## config.mk

```make
export PLATFORM = sky130hd
export DESIGN_NAME = lut_table
export DESIGN_NICKNAME = d
export VERILOG_FILES = /design/src/rtl/lut_table.sv
export SDC_FILE = /design/constraint.sdc
export NUM_CORES = 1
export LEC_CHECK = 0
export ABC_AREA = 0
export CORE_ASPECT_RATIO = 1.5
export CORE_MARGIN = 2
export CORE_UTILIZATION = 62
export CTS_BUF_LIST = sky130_fd_sc_hd__clkbuf_8
export DETAILED_ROUTE_END_ITERATION = 16
export GPL_ROUTABILITY_DRIVEN = 0
export PLACE_DENSITY = 0.83
export SLEW_MARGIN = 20
export SYNTH_ARGS = -nofsm -noshare
export SYNTH_HDL_FRONTEND = slang
export SYNTH_SLANG_ARGS = --single-unit
```

## constraint.sdc

```tcl
create_clock -name clk -period 15.4 [get_ports clk]
set_input_delay 3.08 -clock clk [delete_from_list [all_inputs] [get_ports clk]]
set_output_delay 3.08 -clock clk [all_outputs]
set_load 0.03 [all_outputs]
```

## src/rtl/lut_table.sv

```systemverilog
// Keyed lookup table with a sequential one-entry-per-cycle search.
// Lowest matching valid entry wins; a miss returns the captured default.
module lut_table #(
  parameter int NR_KEY   = 8,
  parameter int KEY_LEN  = 8,
  parameter int DATA_LEN = 32,
  localparam int IW      = $clog2(NR_KEY)
) (
  input  logic                clk,
  input  logic                rst,
  input  logic                wen,
  input  logic [IW-1:0]       widx,
  input  logic [KEY_LEN-1:0]  wkey,
  input  logic [DATA_LEN-1:0] wdata,
  input  logic                clr,
  input  logic                req_valid,
  output logic                req_ready,
  input  logic [KEY_LEN-1:0]  req_key,
  input  logic [DATA_LEN-1:0] req_default,
  output logic                resp_valid,
  input  logic                resp_ready,
  output logic [DATA_LEN-1:0] resp_data,
  output logic                resp_hit,
  output logic [IW-1:0]       resp_idx
);

  typedef enum logic [1:0] {
    IDLE,
    SEARCH,
    RESP
  } state_t;

  state_t state;
  state_t state_d;

  logic [NR_KEY-1:0]   vld;
  logic [KEY_LEN-1:0]  keys [NR_KEY];
  logic [DATA_LEN-1:0] data [NR_KEY];

  logic [IW-1:0]       scan;
  logic [KEY_LEN-1:0]  cap_key;
  logic [DATA_LEN-1:0] cap_def;
  logic [DATA_LEN-1:0] out_data;
  logic                out_hit;
  logic [IW-1:0]       out_idx;

  logic match;
  logic last;

  assign match = vld[scan] && (keys[scan] == cap_key);
  assign last  = (scan == IW'(NR_KEY - 1));

  always_comb begin
    state_d = state;
    unique case (state)
      IDLE:    if (req_valid) state_d = SEARCH;
      SEARCH:  if (match || last) state_d = RESP;
      RESP:    if (resp_ready) state_d = IDLE;
      default: state_d = IDLE;
    endcase
  end

  always_ff @(posedge clk) begin
    if (rst) state <= IDLE;
    else     state <= state_d;
  end

  // Table updates are independent of the lookup FSM; clr beats wen.
  always_ff @(posedge clk) begin
    if (rst) begin
      vld <= '0;
      for (int i = 0; i < NR_KEY; i++) begin
        keys[i] <= '0;
        data[i] <= '0;
      end
    end else if (clr) begin
      vld <= '0;
    end else if (wen) begin
      vld[widx]  <= 1'b1;
      keys[widx] <= wkey;
      data[widx] <= wdata;
    end
  end

  always_ff @(posedge clk) begin
    if (rst) begin
      scan     <= '0;
      cap_key  <= '0;
      cap_def  <= '0;
      out_data <= '0;
      out_hit  <= 1'b0;
      out_idx  <= '0;
    end else begin
      unique case (state)
        IDLE: begin
          if (req_valid) begin
            cap_key <= req_key;
            cap_def <= req_default;
            scan    <= '0;
          end
        end
        SEARCH: begin
          if (match) begin
            out_data <= data[scan];
            out_hit  <= 1'b1;
            out_idx  <= scan;
          end else if (last) begin
            out_data <= cap_def;
            out_hit  <= 1'b0;
            out_idx  <= '0;
          end else begin
            scan <= scan + IW'(1);
          end
        end
        default: ;
      endcase
    end
  end

  // Outputs are forced low for the whole time reset is held.
  assign req_ready  = (state == IDLE) && !rst;
  assign resp_valid = (state == RESP) && !rst;
  assign resp_data  = rst ? '0 : out_data;
  assign resp_hit   = rst ? 1'b0 : out_hit;
  assign resp_idx   = rst ? '0 : out_idx;

endmodule

```

==> flow_metrics.env, run 1 <==
export IMPL_status="finished clean"
export IMPL_synth_top_cell_by_area="edfxtp_1"
export IMPL_drv_cap=0
export IMPL_finalWorstSetupSlack_ns=7.385
export IMPL_vias=11020
export IMPL_final_core_util=0.7204
export IMPL_netlist_area_leader_share=0.5245
export IMPL_min_period_ns=8.015
export IMPL_startpoint_type="input pin"
export IMPL_crit_type="input pin to output pin"
export IMPL_cts_resized=0
export IMPL_ys_ff_latch=412
export IMPL_vias_per_cell=6.013
export IMPL_ys_flop_type="edfxtp_1"
export IMPL_drt_iter0_markers=1020
export IMPL_cts_root_buf="clkbuf_8"
export IMPL_maxSlewViolCount=0
export IMPL_antenna_found_initial=1
export IMPL_synth_most_common_cell="and2_1"
export IMPL_p_per_area_nw_per_um2=105.8
export IMPL_cts_max_level=2
export IMPL_drive_above_1_share=0.1805
export IMPL_io_buffer_count=126
export IMPL_ant_nets=0
export IMPL_cp_num_buf_inv=3
export IMPL_overflow=0
export IMPL_ys_async_sr_fraction=0
export IMPL_grt_use_total=0.2791
export IMPL_synth_avg_cell_area_sq_um=14.49
export IMPL_period_share=0.5204
export IMPL_drt_total_wl_microns=42680
export IMPL_preCtsSetupSlack_ns=7.415
export IMPL_crit_fanout=50
export IMPL_peakVddDrop_uv=77.95
export IMPL_drt_pass1_iterations=5
export IMPL_pin_count=127
export IMPL_cts_setup_buffers=0
export IMPL_p_leak_nw=7.218
export IMPL_core_area_sq_um=29290
export IMPL_synth_cells=1264
export IMPL_slowest_delay_ns=0.63
export IMPL_final_cells=1832
export IMPL_syn_num_nets=1355
export IMPL_synth_area_leaders="edfxtp_1 (52%), and2_1 (11%), dfxtp_1 (10%)"
export IMPL_worstPathCellList="buf_4, buf_4, nor2b_1, clkdlybuf4s50_1"
export IMPL_synth_edf_count=320
export IMPL_numCtsBuffers=57
export IMPL_grt_pass1_wl_microns=64540
export IMPL_die_x_microns=144.4
export IMPL_cts_tree="done"
export IMPL_insertion_delay_ns=0.62
export IMPL_clk_path_buf_depth=3
export IMPL_grt_pass1_vias=11610
export IMPL_rsz0062_at_grt="false"
export IMPL_finalHoldViolCount=0
export IMPL_syn_to_final_growth_pct=15.16
export IMPL_setup_tns_ns=0
export IMPL_setup_viol_count_final=0
export IMPL_rows=77
export IMPL_maxSlewHeadroom=0.2691
export IMPL_fillers=1955
export IMPL_dieArea_sq_um=30970
export IMPL_grt_max_degree=69
export IMPL_yosysUniqueCellTypes=45
export IMPL_worst_path_max_delay_cell="clkdlybuf4s50_1"
export IMPL_hp_class="register to register"
export IMPL_initial_core_util=0.6255
export IMPL_clkTransAtPathRegs_ns=0.06
export IMPL_hpwl_microns=24170
export IMPL_synth_warning_count=0
export IMPL_path_common_cell="buf_4"
export IMPL_finalClockSkew_ns=0.02288
export IMPL_clock_fmax_mhz=124.8
export IMPL_crit_family="buffers and inverters"
export IMPL_cp_required_ns=12.32
export IMPL_ctsHoldBuffers=0
export IMPL_critPathArrivalTime_ns=4.93
export IMPL_final_nets=1477
export IMPL_yosysSeqAreaShare=0.6251
export IMPL_die_h_microns=214.5
export IMPL_wire_per_inst_microns=23.30
export IMPL_drc=0
export IMPL_cts_sinks=412
export IMPL_dp_cells=1720
export IMPL_worst_slew_pin_slew_ns=1.094
export IMPL_crit_path_end_kind="output pin"
export IMPL_synthesis_area_sq_um=18320
export IMPL_netlist_top_cells_count="and2_1 (323), edfxtp_1 (320), dfxtp_1 (92)"
## worst register-to-register path, stage by stage, from the launching register on
cell,delay (ns)
dfxtp_4,0.68
buf_4,0.51
buf_16,0.32
mux4_2,0.56
mux2i_1,0.21
xor2_1,0.19
nand4_1,0.23
o31ai_4,0.51
nand3_4,0.61
o2bb2ai_2,0.40
## state kept, by name, summed over array words and instances (netlist names), named ones only
register,cells
vld,8
cap_key,8
out_hit,1
out_data,32
state,2
out_idx,3
data,256
scan,3
cap_def,32
keys,64
## report_power, final
part	total [W]	internal [W]	leakage, nW	switching [W]
logic	0.000172	0.0000793	2.78	0.0000925
clock network	0.000785	0.000380	0.640	0.000405
registers	0.00127	0.00125	3.80	0.0000220
## metrics by stage
step / total power [W] / area [sq um] / hold slack (ns)
final: 0.002232 / 21100 / 0.4526
after global placement: 0.001459 / 19930 / 0.4279
after global routing: 0.002296 / 21100 / 0.4700
after detailed placement: 0.001468 / 19970 / 0.4393
after CTS: 0.002234 / 21030 / 0.4476
after floorplan: 0.001393 / 18320 / 0.4211
## final timing paths
kind | start | depth (start not counted) | slack, ns | to
hold / removal | cap_def[3] | 2 | 0.45 | cap_def[3]
setup reg to reg | register | 9 | 11.11 | out_data[12]
hold reg to reg | cap_def[3] | 2 | 0.45 | cap_def[3]
setup / recovery | rst | 4 | 7.39 | resp_data[29]
## cell usage in the layout (no fill, tap or decap), types with 3 or more instances in the layout
cell,count
and2_1,322
edfxtp_1,320
clkdlybuf4s50_1,125
dfxtp_1,89
nand2_1,82
mux4_2,71
clkbuf_8,64
mux2i_1,52
a21oi_1,51
nor2b_1,39
mux2_2,33
o2bb2ai_2,30
inv_1,27
buf_4,20
clkinv_1,10
a21o_1,8
clkinv_2,8
o211ai_1,6
o21ai_4,6
nor2_4,6
a22oi_1,5
xor2_1,5
nor2_1,4
mux4_1,4
nand3_1,4
or3_1,3
nand4_1,3
nand2b_1,3
buf_16,3
## area by class of cell
class,instances,area (sq um),area share
Antenna cell,2,5.005,0.0002372
Clock buffer,64,880.8,0.04175
Clock inverter,44,178.9,0.008481
Inverter,2,7.507,0.0003558
Multi-Input combinational cell,764,6568,0.3113
Sequential cell,412,11460,0.5432
Tap cell,395,494.2,0.02343
Timing Repair Buffer,149,1504,0.07128
## per-layer routing
layer | vias to the layer above | routed length, microns | track usage
met3 | 114 | 3116 | 0.04377
met4 | 0 | 1506 | 0.1110
met5 | - | 0 | 0
li1 | 4859 | - | -
met1 | 5553 | 16020 | 0.3532
met2 | 489 | 22040 | 0.4806
## logic make-up (layout without fill, tap and decap cells)
logic type               Yosys count  count (layout)  share of synthesized area
adder cells (fa/ha/maj)            2               2                   0.001366
buffers and inverters             88             259                    0.02397
other                              0               2                          0
XOR/XNOR                           5               5                   0.002390
flip-flops                       412             412                     0.6251
AO/OA/AOI/OAI                    115             115                    0.05252
multiplexers                     160             160                     0.1417
AND/OR/NAND/NOR                  482             482                     0.1530
Note: power is estimated with default switching activity, not from simulation.
==> inputs of run 2 (changes only) <==
--- a/config.mk
+++ b/config.mk
@@ -8,11 +8,11 @@
 export ABC_AREA = 0
 export CORE_ASPECT_RATIO = 1.5
 export CORE_MARGIN = 2
-export CORE_UTILIZATION = 62
+export CORE_UTILIZATION = 61
 export CTS_BUF_LIST = sky130_fd_sc_hd__clkbuf_8
 export DETAILED_ROUTE_END_ITERATION = 16
 export GPL_ROUTABILITY_DRIVEN = 0
-export PLACE_DENSITY = 0.83
+export PLACE_DENSITY = 0.82
 export SLEW_MARGIN = 20
 export SYNTH_ARGS = -nofsm -noshare
 export SYNTH_HDL_FRONTEND = slang
==> constraint.sdc (replaced) <==
create_clock -name clk -period 7.8 [get_ports clk]
set_input_delay 1.56 -clock clk [delete_from_list [all_inputs] [get_ports clk]]
set_output_delay 1.56 -clock clk [all_outputs]
set_load 0.03 [all_outputs]
==> flow_metrics.env, run 2 (synthesis gave the netlist of run 1 again) <==
export IMPL_initial_core_util=0.6214
export IMPL_ctsHoldBuffers=0
export IMPL_final_common_cell="and2_1"
export IMPL_wire_per_inst_microns=22.37
export IMPL_vias_per_cell=5.825
export IMPL_clkTransAtPathRegs_ns=0.06
export IMPL_min_period_ns=4.981
export IMPL_core_area_sq_um=29480
export IMPL_insertion_delay_ns=0.62
export IMPL_dp_cells=1712
export IMPL_die_h_microns=216.2
export IMPL_clk_path_buf_depth=3
export IMPL_worst_slew_pin_slew_ns=1.091
export IMPL_drive_above_1_share=0.1770
export IMPL_largest_register="data"
export IMPL_peakVddDrop_uv=176.9
export IMPL_power_frac_clock=0.367
export IMPL_grt_pass1_vias=11220
export IMPL_placed_cell_area_sq_um=19880
export IMPL_rows=77
export IMPL_top_layer="met5"
export IMPL_wl_met2_microns=21980
export IMPL_drt_iter0_markers=845
export IMPL_final_core_util=0.7157
export IMPL_maxSlewHeadroom=0.2712
export IMPL_finalClockSkew_ns=0.01950
export IMPL_power_frac_seq=0.560
export IMPL_fin_area_sq_um=21100
export IMPL_antenna_found_initial=2
export IMPL_wl_met3_microns=2234
export IMPL_setup_viol_count_final=0
export IMPL_p_per_area_nw_per_um2=213.3
export IMPL_cp_required_ns=6.24
export IMPL_pwr_share_comb=0.072
export IMPL_cts_resized=0
export IMPL_grt_pass1_wl_microns=62530
export IMPL_cts_root_buf="clkbuf_8"
export IMPL_finalHoldViolCount=0
export IMPL_switchingPower_w=0.001015
export IMPL_wl_met1_microns=15410
export IMPL_startpoint_type="input pin"
export IMPL_mostFrequentLayoutCells="and2_1 (322), edfxtp_1 (320), clkdlybuf4s50_1 (125)"
export IMPL_io_buffer_count=126
export IMPL_hp_class="register to register"
export IMPL_top_regs="data x256, keys x64"
export IMPL_grt_use_total=0.2611
export IMPL_switching_share=0.2255
export IMPL_p_leak_nw=7.213
export IMPL_numCtsBuffers=59
export IMPL_clock_fmax_mhz=200.8
export IMPL_rsz0062_at_grt="false"
export IMPL_vias=10630
export IMPL_crit_path_end_kind="output pin"
export IMPL_crit_fanout=63
export IMPL_drc=0
export IMPL_cts_tree="done"
export IMPL_hpwl_microns=23630
export IMPL_setup_tns_ns=0
export IMPL_p_int_w=0.003486
export IMPL_final_nets=1471
export IMPL_drt_total_wl_microns=40830
export IMPL_maxSlewViolCount=0
export IMPL_die_x_microns=145.5
export IMPL_syn_to_final_growth_pct=15.17
export IMPL_cts_max_level=2
export IMPL_cts_sinks=412
export IMPL_status="finished clean"
export IMPL_ant_nets=0
export IMPL_pin_count=127
export IMPL_final_cells=1825
export IMPL_drv_cap=0
export IMPL_power_w=0.004500
export IMPL_critPathArrivalTime_ns=3.42
export IMPL_crit_type="input pin to output pin"
export IMPL_largest_reg_flops=256
export IMPL_drt_pass1_iterations=5
export IMPL_overflow=0
export IMPL_cts_setup_buffers=0
export IMPL_period_share=0.6385
export IMPL_grt_max_degree=64
export IMPL_dieArea_sq_um=31460
-- run 2: worst max-delay path: stages --
cell and delay [ns]:
buf_4 0.31, buf_4 0.63, nor2b_1 0.17, clkdlybuf4s50_1 0.64
-- run 2: metal layers --
metal,global-route usage,up-vias
li1,-,4848
met4,0.09706,2
met1,0.3110,5337
met5,0,-
met3,0.03768,87
met2,0.4810,357
-- run 2: cell type report --
class | count | area, sq um
Sequential cell | 412 | 11460
Fill cell | 1914 | 8382
Multi-Input combinational cell | 764 | 6573
Timing Repair Buffer | 141 | 1404
Clock buffer | 68 | 935.9
Tap cell | 395 | 494.2
Clock inverter | 42 | 222.7
Inverter | 2 | 7.507
Antenna cell | 1 | 2.502
-- run 2: per-stage QoR --
step,hold WS (ns),setup slack [ns]
2_1_floorplan,0.4211,2.232
3_3_place_gp,0.4278,2.751
3_5_place_dp,0.4352,2.682
4_1_cts,0.4549,2.853
5_1_grt,0.4618,2.720
6_report,0.4537,2.819
-- run 2: worst paths after layout --
check                 from  cells after the start             to  slack, ns
setup / recovery       rst                      4  resp_data[30]       2.82
setup reg to reg  register                      8   out_data[23]       3.59
hold / removal      vld[5]                      1         vld[5]       0.45
hold reg to reg     vld[5]                      1         vld[5]       0.45
-- run 2: power groups by stage --
stage	sequential [W]	clock, W	combinational [W]
after floorplan	0.00255	0	0.000203
after global placement	0.00256	0	0.000318
after detailed placement	0.00257	0	0.000325
after CTS	0.00252	0.00166	0.000326
after global routing	0.00253	0.00175	0.000350
final	0.00252	0.00165	0.000325
==> inputs of run 3 (changes only) <==
==> constraint.sdc (replaced) <==
create_clock -name clk -period 4.65 [get_ports clk]
set_input_delay 0.93 -clock clk [delete_from_list [all_inputs] [get_ports clk]]
set_output_delay 0.93 -clock clk [all_outputs]
set_load 0.03 [all_outputs]
==> flow_metrics.env, run 3 (synthesis gave the netlist of run 1 again) <==
export IMPL_startpoint_type="register"
export IMPL_cts_sinks=412
export IMPL_wire_per_inst_microns=22.61
export IMPL_hold_start="vld[6]"
export IMPL_insertion_delay_ns=0.63
export IMPL_p_per_area_nw_per_um2=354.5
export IMPL_cts_max_level=2
export IMPL_crit_fanout=25
export IMPL_slowest_delay_ns=0.60
export IMPL_regArea_sq_um=11460
export IMPL_critPathArrivalTime_ns=4.09
export IMPL_reg2reg_depth=9
export IMPL_die_x_microns=145.5
export IMPL_cts_setup_buffers=0
export IMPL_clock_fmax_mhz=283.1
export IMPL_crit_type="register to register"
export IMPL_syn_to_final_growth_pct=15.98
export IMPL_grt_use_total=0.2709
export IMPL_worst_slew_pin_slew_ns=1.022
export IMPL_worst_path_max_delay_cell="dfxtp_4"
export IMPL_initial_core_util=0.6214
export IMPL_crit_path_end_kind="register"
export IMPL_clk_path_buf_depth=3
export IMPL_cts_root_buf="clkbuf_8"
export IMPL_overflow=0
export IMPL_pin_count=127
export IMPL_die_h_microns=216.2
export IMPL_cts_tree="done"
export IMPL_maxSlewViolCount=0
export IMPL_p_leak_nw=7.348
export IMPL_cts_resized=0
export IMPL_numCtsBuffers=58
export IMPL_cp_endpoint="out_data[6]"
export IMPL_finalClockSkew_ns=0.02924
export IMPL_final_nets=1494
export IMPL_core_area_sq_um=29480
export IMPL_drive_above_1_share=0.1906
export IMPL_min_period_ns=3.532
export IMPL_clkTransAtPathRegs_ns=0.06
export IMPL_mostFrequentLayoutCells="and2_1 (322), edfxtp_1 (320), clkdlybuf4s50_1 (125)"
export IMPL_hp_class="register to register"
export IMPL_rsz0062_at_grt="false"
export IMPL_min_path_cells=1
export IMPL_fillers=1957
export IMPL_largest_reg_flops=256
export IMPL_drt_pass1_iterations=7
export IMPL_multi_input_area_sq_um=6538
export IMPL_ant_nets=0
export IMPL_drt_total_wl_microns=41810
export IMPL_vias=10870
export IMPL_final_common_cell="and2_1"
export IMPL_grt_pass1_vias=11580
export IMPL_maxSlewHeadroom=0.3186
export IMPL_status="finished clean"
export IMPL_largest_register="data"
export IMPL_fin_area_sq_um=21250
export IMPL_ctsHoldBuffers=0
export IMPL_drv_cap=0
export IMPL_power_w=0.007532
export IMPL_antenna_found_initial=0
export IMPL_top_regs="data x256, keys x64"
export IMPL_cp_required_ns=5.21
export IMPL_grt_pass1_wl_microns=64730
export IMPL_rows=77
export IMPL_worstPathCellList="buf_4, mux4_2, mux2i_1, xor2_1, nand4_1, o31ai_4, nand3_4, buf_4, o2bb2ai_2"
export IMPL_drc=0
export IMPL_setup_viol_count_final=0
export IMPL_path_common_cell="buf_4"
export IMPL_dieArea_sq_um=31460
export IMPL_worst_r2r_endpoint="out_data[6]"
export IMPL_vias_per_cell=5.877
export IMPL_io_buffer_count=126
export IMPL_r2r_setup_slack_ns=1.12
export IMPL_hpwl_microns=25810
export IMPL_grt_max_degree=45
export IMPL_peakVddDrop_uv=270.7
export IMPL_drt_iter0_markers=812
export IMPL_period_share=0.7596
export IMPL_placed_cell_area_sq_um=20100
export IMPL_finalHoldViolCount=0
## run 3: changes by cell type in the layout (fill, tap and decap cells not counted), sizes merged
cell    delta
clkbuf     +1
clkinv     -3
inv        +3
bufinv     -1
buf       +24
## run 3: through the flow
step	util	setup slack [ns]	TNS, ns	cells	hold WS (ns)
after floorplan	-	-0.2881	-57.24	1264	0.4211
after CTS	0.7205	1.131	0	1848	0.4542
final	0.7207	1.118	0	1849	0.4507
after detailed placement	0.6816	0.7948	0	1738	0.4395
after global routing	0.7207	0.9778	0	1848	0.4686
after global placement	0.6816	0.9176	0	1738	0.4307
## run 3: worst min-delay path by stage
| stage | end | slack (ns) |
|---|---|---|
| 6_report | vld[6] | 0.45 |
| 5_1_grt | cap_def[13] | 0.47 |
| 4_1_cts | vld[6] | 0.45 |
| 3_5_place_dp | vld[6] | 0.44 |
| 3_3_place_gp | vld[7] | 0.43 |
| 2_1_floorplan | vld[2] | 0.42 |
## run 3: metal layers
layer | vias to the layer above | global-route usage | wire length [microns] | share of wire
li1 | 4888 | - | - | -
met3 | 107 | 0.05116 | 2805 | 0.067
met4 | 0 | 0.1033 | 1355 | 0.032
met2 | 451 | 0.4962 | 22370 | 0.54
met5 | - | 0 | 0 | 0
met1 | 5421 | 0.3158 | 15280 | 0.37
## run 3: cell type report
type / count / area share
Tap cell: 395 / 0.02326
Timing Repair Buffer: 165 / 0.07537
Clock inverter: 41 / 0.009186
Antenna cell: 1 / 0.0001178
Inverter: 2 / 0.0003533
Multi-Input combinational cell: 764 / 0.3077
Sequential cell: 412 / 0.5393
Clock buffer: 69 / 0.04469
## run 3: power by group
part	switching [W]	internal, W	leakage (nW)
Sequential	0.0000751	0.00415	3.80
Clock	0.00134	0.00140	0.696
Combinational	0.000303	0.000267	2.85
Total	0.00172	0.00582	7.35
## run 3: critical path, delay by kind of cell (launching register included)
family	cells	cell delay [ns]
buffers and inverters	2	0.85
AO/OA/AOI/OAI	2	0.72
flip-flops	1	0.60
multiplexers	2	0.59
AND/OR/NAND/NOR	2	0.48
XOR/XNOR	1	0.18
